**config.mk**
```make
export PLATFORM = sky130hd
export DESIGN_NAME = cp0_exception_unit
export DESIGN_NICKNAME = d
export VERILOG_FILES = /design/src/rtl/cp0_defs.sv /design/src/rtl/cp0_timer.sv /design/src/rtl/cp0_exception_unit.sv
export SDC_FILE = /design/constraint.sdc
export NUM_CORES = 1
export LEC_CHECK = 0
export ABC_AREA = 0
export CELL_PAD_IN_SITES_DETAIL_PLACEMENT = 0
export CELL_PAD_IN_SITES_GLOBAL_PLACEMENT = 1
export CORE_MARGIN = 2
export CORE_UTILIZATION = 30
export CTS_CLUSTER_DIAMETER = 40
export DETAILED_ROUTE_END_ITERATION = 16
export PLACE_DENSITY_LB_ADDON = 0.1
export SYNTH_ARGS = -nofsm -noshare
export SYNTH_HDL_FRONTEND = slang
export SYNTH_HIERARCHICAL = 1
export SYNTH_SLANG_ARGS = --single-unit
```
**constraint.sdc**
```tcl
create_clock -name clk -period 4.5 [get_ports clk]
set_input_delay 0.9 -clock clk [delete_from_list [all_inputs] [get_ports clk]]
set_output_delay 0.9 -clock clk [all_outputs]
set_load 0.03 [all_outputs]
```
**src/rtl/cp0_defs.sv**
```systemverilog
`default_nettype none
// +----------------------------------------------------------------------+
// | cp0_defs : shared CP0 register numbers, ExcCodes and field positions  |
// | Rev 1.0                                                               |
// +----------------------------------------------------------------------+
package cp0_defs;

    localparam logic [4:0] CP0_BADVADDR = 5'd8;
    localparam logic [4:0] CP0_COUNT    = 5'd9;
    localparam logic [4:0] CP0_COMPARE  = 5'd11;
    localparam logic [4:0] CP0_STATUS   = 5'd12;
    localparam logic [4:0] CP0_CAUSE    = 5'd13;
    localparam logic [4:0] CP0_EPC      = 5'd14;

    localparam logic [4:0] EXC_INT  = 5'h00;
    localparam logic [4:0] EXC_ADEL = 5'h04;
    localparam logic [4:0] EXC_ADES = 5'h05;
    localparam logic [4:0] EXC_SYS  = 5'h08;
    localparam logic [4:0] EXC_BP   = 5'h09;
    localparam logic [4:0] EXC_RI   = 5'h0A;
    localparam logic [4:0] EXC_OV   = 5'h0C;

    localparam int ST_IE      = 0;
    localparam int ST_EXL     = 1;
    localparam int ST_IM_LO   = 8;
    localparam int ST_IM_HI   = 15;
    localparam int CA_IP_LO   = 8;
    localparam int CA_IP_HI   = 15;
    localparam int CA_EXC_LO  = 2;
    localparam int CA_EXC_HI  = 6;
    localparam int CA_TI      = 30;
    localparam int CA_BD      = 31;

    localparam logic [31:0] EXC_VECTOR_DEF = 32'hBFC0_0380;

    // Flag vector bit order, highest priority first after the interrupt.
    localparam int FLG_ADEL_IF = 6;
    localparam int FLG_RI      = 5;
    localparam int FLG_OV      = 4;
    localparam int FLG_SYS     = 3;
    localparam int FLG_BP      = 2;
    localparam int FLG_ADEL_D  = 1;
    localparam int FLG_ADES    = 0;

    typedef enum logic [1:0] {
        BAD_KEEP  = 2'd0,
        BAD_PC    = 2'd1,
        BAD_DADDR = 2'd2
    } badv_src_e;

    typedef struct packed {
        logic [4:0] code;
        badv_src_e  badv;
    } exc_sel_t;

    function automatic exc_sel_t sel_exc(input logic irq, input logic [6:0] flags);
        exc_sel_t s;
        s.code = EXC_INT;
        s.badv = BAD_KEEP;
        if (irq)                     s.code = EXC_INT;
        else if (flags[FLG_ADEL_IF]) begin s.code = EXC_ADEL; s.badv = BAD_PC;    end
        else if (flags[FLG_RI])      s.code = EXC_RI;
        else if (flags[FLG_OV])      s.code = EXC_OV;
        else if (flags[FLG_SYS])     s.code = EXC_SYS;
        else if (flags[FLG_BP])      s.code = EXC_BP;
        else if (flags[FLG_ADEL_D])  begin s.code = EXC_ADEL; s.badv = BAD_DADDR; end
        else if (flags[FLG_ADES])    begin s.code = EXC_ADES; s.badv = BAD_DADDR; end
        return s;
    endfunction

endpackage
`default_nettype wire

```
**src/rtl/cp0_timer.sv**
```systemverilog
`default_nettype none
// +----------------------------------------------------------------------+
// | cp0_timer : Count/Compare pair with clock divider and TI generation  |
// | Rev 1.0                                                               |
// +----------------------------------------------------------------------+
module cp0_timer #(
    parameter int COUNT_DIV = 2
) (
    input  logic        clk,
    input  logic        resetn,
    input  logic        i_we_count,
    input  logic        i_we_compare,
    input  logic [31:0] i_wdata,
    output logic [31:0] o_count,
    output logic [31:0] o_compare,
    output logic        o_ti
);

    localparam int DIV_W = (COUNT_DIV > 1) ? $clog2(COUNT_DIV) : 1;
    localparam logic [DIV_W-1:0] DIV_LAST = DIV_W'(COUNT_DIV - 1);

    logic [DIV_W-1:0] r_div;
    logic [31:0]      r_count;
    logic [31:0]      r_compare;
    logic             r_ti;
    logic             w_tick;
    logic [31:0]      w_count_nxt;

    assign w_tick = (r_div == DIV_LAST);

    // A software write to Count overrides the increment but leaves the divider phase alone.
    always_comb begin
        w_count_nxt = r_count;
        if (i_we_count)
            w_count_nxt = i_wdata;
        else if (w_tick)
            w_count_nxt = r_count + 32'd1;
    end

    always_ff @(posedge clk or negedge resetn) begin
        if (!resetn) begin
            r_div     <= '0;
            r_count   <= '0;
            r_compare <= '0;
            r_ti      <= 1'b0;
        end else begin
            r_div   <= w_tick ? '0 : r_div + DIV_W'(1);
            r_count <= w_count_nxt;
            if (i_we_compare)
                r_compare <= i_wdata;
            if (i_we_compare)
                r_ti <= 1'b0;
            else if ((w_count_nxt == r_compare) && (r_compare != 32'd0))
                r_ti <= 1'b1;
        end
    end

    assign o_count   = r_count;
    assign o_compare = r_compare;
    assign o_ti      = r_ti;

endmodule
`default_nettype wire

```
**src/rtl/cp0_exception_unit.sv**
```systemverilog
`default_nettype none
// +----------------------------------------------------------------------+
// | cp0_exception_unit : MEM-stage exception resolver and CP0 registers  |
// | Rev 1.0                                                               |
// +----------------------------------------------------------------------+
module cp0_exception_unit
    import cp0_defs::*;
#(
    parameter logic [31:0] EXC_VECTOR = EXC_VECTOR_DEF,
    parameter int          COUNT_DIV  = 2
) (
    input  logic        clk,
    input  logic        resetn,
    input  logic        mem_valid,
    input  logic [31:0] mem_pc,
    input  logic        mem_in_ds,
    input  logic        exc_adel_if,
    input  logic        exc_ri,
    input  logic        exc_ov,
    input  logic        exc_sys,
    input  logic        exc_bp,
    input  logic        exc_adel_d,
    input  logic        exc_ades,
    input  logic [31:0] mem_daddr,
    input  logic        mem_eret,
    input  logic [5:0]  hw_int,
    input  logic        cp0_we,
    input  logic [4:0]  cp0_waddr,
    input  logic [31:0] cp0_wdata,
    input  logic [4:0]  cp0_raddr,
    output logic [31:0] cp0_rdata,
    output logic        is_exp,
    output logic        flush,
    output logic [31:0] flush_pc,
    output logic [31:0] cause_out,
    output logic [31:0] status_out,
    output logic [31:0] epc_out
);

    logic [ST_IM_HI:ST_IM_LO] r_im;
    logic                     r_exl;
    logic                     r_ie;
    logic                     r_bd;
    logic [4:0]               r_code;
    logic [5:0]               r_hw_ip;
    logic [1:0]               r_sw_ip;
    logic [31:0]              r_epc;
    logic [31:0]              r_badvaddr;

    logic [6:0]  w_flags;
    logic [7:0]  w_ip;
    logic        w_ti;
    logic        w_int_pending;
    logic        w_exp;
    logic        w_eret;
    logic        w_wr;
    exc_sel_t    w_sel;
    logic [31:0] w_status;
    logic [31:0] w_cause;
    logic [31:0] w_count;
    logic [31:0] w_compare;

    assign w_flags = {exc_adel_if, exc_ri, exc_ov, exc_sys, exc_bp, exc_adel_d, exc_ades};
    assign w_ip    = {r_hw_ip[5] | w_ti, r_hw_ip[4:0], r_sw_ip};

    assign w_int_pending = r_ie & ~r_exl & (|(w_ip & r_im));
    assign w_sel         = sel_exc(w_int_pending, w_flags);

    // Gating with resetn makes the flush request drop the moment reset asserts.
    assign w_exp  = resetn & mem_valid & (w_int_pending | (|w_flags));
    assign w_eret = resetn & mem_valid & mem_eret & ~w_exp;
    assign w_wr   = cp0_we & ~w_exp;

    assign w_status = {9'd0, 1'b1, 6'd0, r_im, 6'd0, r_exl, r_ie};
    assign w_cause  = {r_bd, w_ti, 14'd0, w_ip, 1'b0, r_code, 2'b00};

    always_ff @(posedge clk or negedge resetn) begin
        if (!resetn) begin
            r_im    <= '0;
            r_exl   <= 1'b0;
            r_ie    <= 1'b0;
            r_bd    <= 1'b0;
            r_code  <= '0;
            r_hw_ip <= '0;
            r_sw_ip <= '0;
            r_epc   <= '0;
        end else begin
            r_hw_ip <= hw_int;
            if (w_exp) begin
                r_exl  <= 1'b1;
                r_code <= w_sel.code;
                // A nested exception keeps the original return point.
                if (!r_exl) begin
                    r_bd  <= mem_in_ds;
                    r_epc <= mem_in_ds ? mem_pc - 32'd4 : mem_pc;
                end
            end else begin
                if (w_eret)
                    r_exl <= 1'b0;
                if (w_wr) begin
                    case (cp0_waddr)
                        CP0_STATUS: begin
                            r_im  <= cp0_wdata[ST_IM_HI:ST_IM_LO];
                            r_exl <= cp0_wdata[ST_EXL];
                            r_ie  <= cp0_wdata[ST_IE];
                        end
                        CP0_CAUSE: r_sw_ip <= cp0_wdata[CA_IP_LO+1:CA_IP_LO];
                        CP0_EPC:   r_epc   <= cp0_wdata;
                        default:   ;
                    endcase
                end
            end
        end
    end

    always_ff @(posedge clk or negedge resetn) begin
        if (!resetn) begin
            r_badvaddr <= '0;
        end else if (w_exp) begin
            case (w_sel.badv)
                BAD_PC:    r_badvaddr <= mem_pc;
                BAD_DADDR: r_badvaddr <= mem_daddr;
                default:   ;
            endcase
        end
    end

    cp0_timer #(
        .COUNT_DIV (COUNT_DIV)
    ) u_timer (
        .clk          (clk),
        .resetn       (resetn),
        .i_we_count   (w_wr & (cp0_waddr == CP0_COUNT)),
        .i_we_compare (w_wr & (cp0_waddr == CP0_COMPARE)),
        .i_wdata      (cp0_wdata),
        .o_count      (w_count),
        .o_compare    (w_compare),
        .o_ti         (w_ti)
    );

    always_comb begin
        cp0_rdata = 32'd0;
        case (cp0_raddr)
            CP0_BADVADDR: cp0_rdata = r_badvaddr;
            CP0_COUNT:    cp0_rdata = w_count;
            CP0_COMPARE:  cp0_rdata = w_compare;
            CP0_STATUS:   cp0_rdata = w_status;
            CP0_CAUSE:    cp0_rdata = w_cause;
            CP0_EPC:      cp0_rdata = r_epc;
            default:      cp0_rdata = 32'd0;
        endcase
    end

    assign is_exp     = w_exp;
    assign flush      = w_exp | w_eret;
    assign flush_pc   = w_exp ? EXC_VECTOR : r_epc;
    assign cause_out  = w_cause;
    assign status_out = w_status;
    assign epc_out    = r_epc;

endmodule
`default_nettype wire

```
==> run_results.csv <==
group,metric,value,unit
synthesis,synth_edf_count,0,
clock_tree,insertion_delay,0.44,ns
critical_path,critical_path.top_delay_family,"buffers and inverters",
clock_tree,clockBufferDepth,2,
sta,worst_pin_slew,1.056,ns
synthesis,synth_area_leaders,"dfrtp_1 (36%), mux2_2 (7.0%), a22oi_1 (4.7%)",
synthesis,synth.distinct_cells,77,
place,numPortBuffers,246,
floorplan,rows,68,
sta,drv_slew,0,
run_status,status,"finished, final reports clean",
clock_tree,holdBufCountCts,0,
global_routing,grt_pass1_wl,68.12,mm
clock_tree,cts_setup_buffers,0,
synthesis,async_reset_ff_share,100.0,%
global_routing,grt_pass1_vias,9615,
layout,num-fill-cells,3409,
flow_run,drv_cap,0,
power,p_per_area,446.3,mW/mm2
synthesis,synthCells,1170,
place,place_congestion,0.8719,
critical_path,cp_max_fo,42,
synthesis,yosysTopAreaCellShare,36.21,%
critical_path,critPathKind,"in -> out",
floorplan,die-area,0.03676,mm2
routing,antenna_left,0,
critical_path,critPathCaptureType,"output pin",
routing,drc,0,
sta,finalSetupTns,0,ns
worst_hold_path,hp-class,"reg -> reg",
sta,slew_headroom,28.96,%
synthesis,synthFlopType,"dfrtp_1",
critical_path,crit_buf_inv,4,
floorplan,io_pins,287,
sta,finalHoldViolCount,0,
clock_tree,cts_tree,"done",
global_routing,grt_use_total,25.60,%
synthesis,synth.avg_cell_area,9.036,um2
layout,layout-drive-gt1-share,15.49,%
critical_path,crit_chain,"clkdlybuf4s50_1 > nor4_1 > buf_4 > nand3_1 > o21ai_4 > buf_12 > nand2b_1 > clkdlybuf4s50_1",
global_routing,antenna_found_initial,2,
sta,finalSetupViolCount,0,
layout,mostFrequentLayoutCells,"clkdlybuf4s50_1 (192), dfrtp_1 (153), nand2_1 (125)",
routing,drt_iter0_markers,1010,
sta,fin_crit_sh,91.21,%
critical_path,cpMostUsedCell,"clkdlybuf4s50_1",
routing,wire_per_inst,25.70,um
place,dpl.hpwl,36.42,mm
clock_tree,clock_sinks,153,
sta,fin_skew,0.01817,ns
floorplan,die_y,191.7,um
critical_path,r2r_slack,0.72,ns
sta,worst_hold_slack,0.4839,ns
sta,rsz0062_at_grt,"false",
clock_tree,ctsHtreeMaxLevel,4,
routing,vias,10128,
layout,antennaDiodeCount,0,
global_routing,grt_max_degree,155,
layout,nets,1503,
floorplan,core_area,0.03463,mm2
critical_path,slowest_stage,"clkdlybuf4s50_1",
layout,area_growth,34.76,%
critical_path,required,3.60,ns
sta,final.min_clock_period,4.104,ns
clock_tree,cts-root-buf,"clkbuf_16",
place,pre_cts_ws,0.1977,ns
global_routing,overflow,0,
routing,vias_per_cell,5.495,
sta,fmax,243.6,MHz
critical_path,critPathArrivalTime,3.20,ns
synthesis,yosysSeqAreaShare,36.21,%
clock_tree,cts_resized,0,
clock_tree,cts_buffers,17,
sta,worst_slack,0.3957,ns
layout,final_common_cell,"clkdlybuf4s50_1",
critical_path,cp-start-kind,"input pin",
synthesis,yosysWarnings,6,
clock_tree,path_clk_slew,0.06,ns
floorplan,fp.dieW,191.7,um
routing,firstDrtPassIters,8,
synthesis,yosysTopAreaCell,"dfrtp_1",
synthesis,syn-cell-area,0.01057,mm2
floorplan,start_util,30.53,%
power,ir_drop,0.0002914,V
power,power.leakage,5.623,nW
routing,wirelength,47.37,mm
synthesis,synth_seq_cells,153,
critical_path,slowest_delay,0.60,ns
==> worst paths after layout <==
check | startpoint | to | cells after the start
min in group asynchronous | resetn | r_code[3] | 2
max | exc_ri | flush_pc[25] | 8
min reg2reg | r_badvaddr[11] | r_badvaddr[11] | 2
min | r_badvaddr[11] | r_badvaddr[11] | 2
max in group asynchronous | resetn | u_timer/o_count[20] | 2
max reg2reg | r_hw_ip[0] | u_timer/o_ti | 12
==> cell type report <==
type / count / area (um2) / area share, %
Multi-Input combinational cell: 900 / 6136 / 43.07
Clock inverter: 13 / 167.7 / 1.177
Timing Repair Buffer: 274 / 3004 / 21.09
Clock buffer: 19 / 432.9 / 3.039
Inverter: 29 / 108.9 / 0.7640
Tap cell: 455 / 569.3 / 3.996
Sequential cell: 153 / 3829 / 26.87
==> per-layer routing <==
layer  GRT usage (%)  vias to the layer above  routed length (um)
met1           38.19                     5080               22790
met5               0                        -                  13
met4           4.556                        2                 556
met3           3.325                       34                2372
li1                -                     4622                   -
met2           39.64                      390               21630
==> per-stage QoR <==
stage	total power, mW	instances	area, um2	utilization [%]
global placement	4.822	1811	13650	39.41
detailed placement	4.809	1811	13650	39.41
global route	6.630	1843	14250	41.14
CTS	6.361	1843	14250	41.14
floorplan	3.595	1208	10720	-
finish	6.359	1843	14250	41.14
==> synth_stat cells (15+ instances only) <==
| cell | n |
|---|---|
| mux2i_1 | 37 |
| a22oi_1 | 66 |
| and2_1 | 22 |
| nor3_1 | 41 |
| nand3_1 | 29 |
| o31ai_1 | 18 |
| xor2_1 | 27 |
| nand4_1 | 32 |
| inv_1 | 27 |
| nand2b_1 | 20 |
| clkbuf_1 | 59 |
| nor2_1 | 47 |
| xnor2_1 | 54 |
| a21oi_1 | 15 |
| nand2_1 | 125 |
| nor4_1 | 28 |
| o21ai_0 | 77 |
| dfrtp_1 | 153 |
| o211ai_1 | 22 |
| buf_4 | 51 |
| mux2_2 | 66 |
==> tightest hold or removal path: cells and delay by family (launching register included) <==
kind | cells | cell delay, ns
compound gates | 1 | 0.06
flops | 1 | 0.34
simple gates | 1 | 0.05
==> registers in the layout, summed over array words and instances, names as in the netlist <==
| register | count |
|---|---|
| u_timer/o_compare | 32 |
| r_ie | 1 |
| r_hw_ip | 6 |
| r_code | 4 |
| u_timer/o_count | 32 |
| u_timer/o_ti | 1 |
| r_im | 8 |
| r_exl | 1 |
| u_timer/r_div | 1 |
| r_badvaddr | 32 |
| r_bd | 1 |
| epc_out | 32 |
| r_sw_ip | 2 |
==> cell families after synthesis <==
| family | count (synthesis) | synth area share [%] |
|---|---|---|
| AOI/OAI and AO/OA | 262 | 17.28 |
| xor gates and xnor gates | 83 | 7.148 |
| adders and majority gates | 3 | 0.3551 |
| buffers and inverters | 155 | 7.527 |
| DFF | 153 | 36.21 |
| muxes | 103 | 10.53 |
| other | 2 | 0.07103 |
| and+or+nand+nor | 409 | 20.88 |
==> report_power, final <==
part           internal, mW  switching [mW]
sequential             1.69           0.685
combinational          1.06            1.39
clock                 0.880           0.657
total                  3.63            2.73
Power figures use the tool's default switching activity.
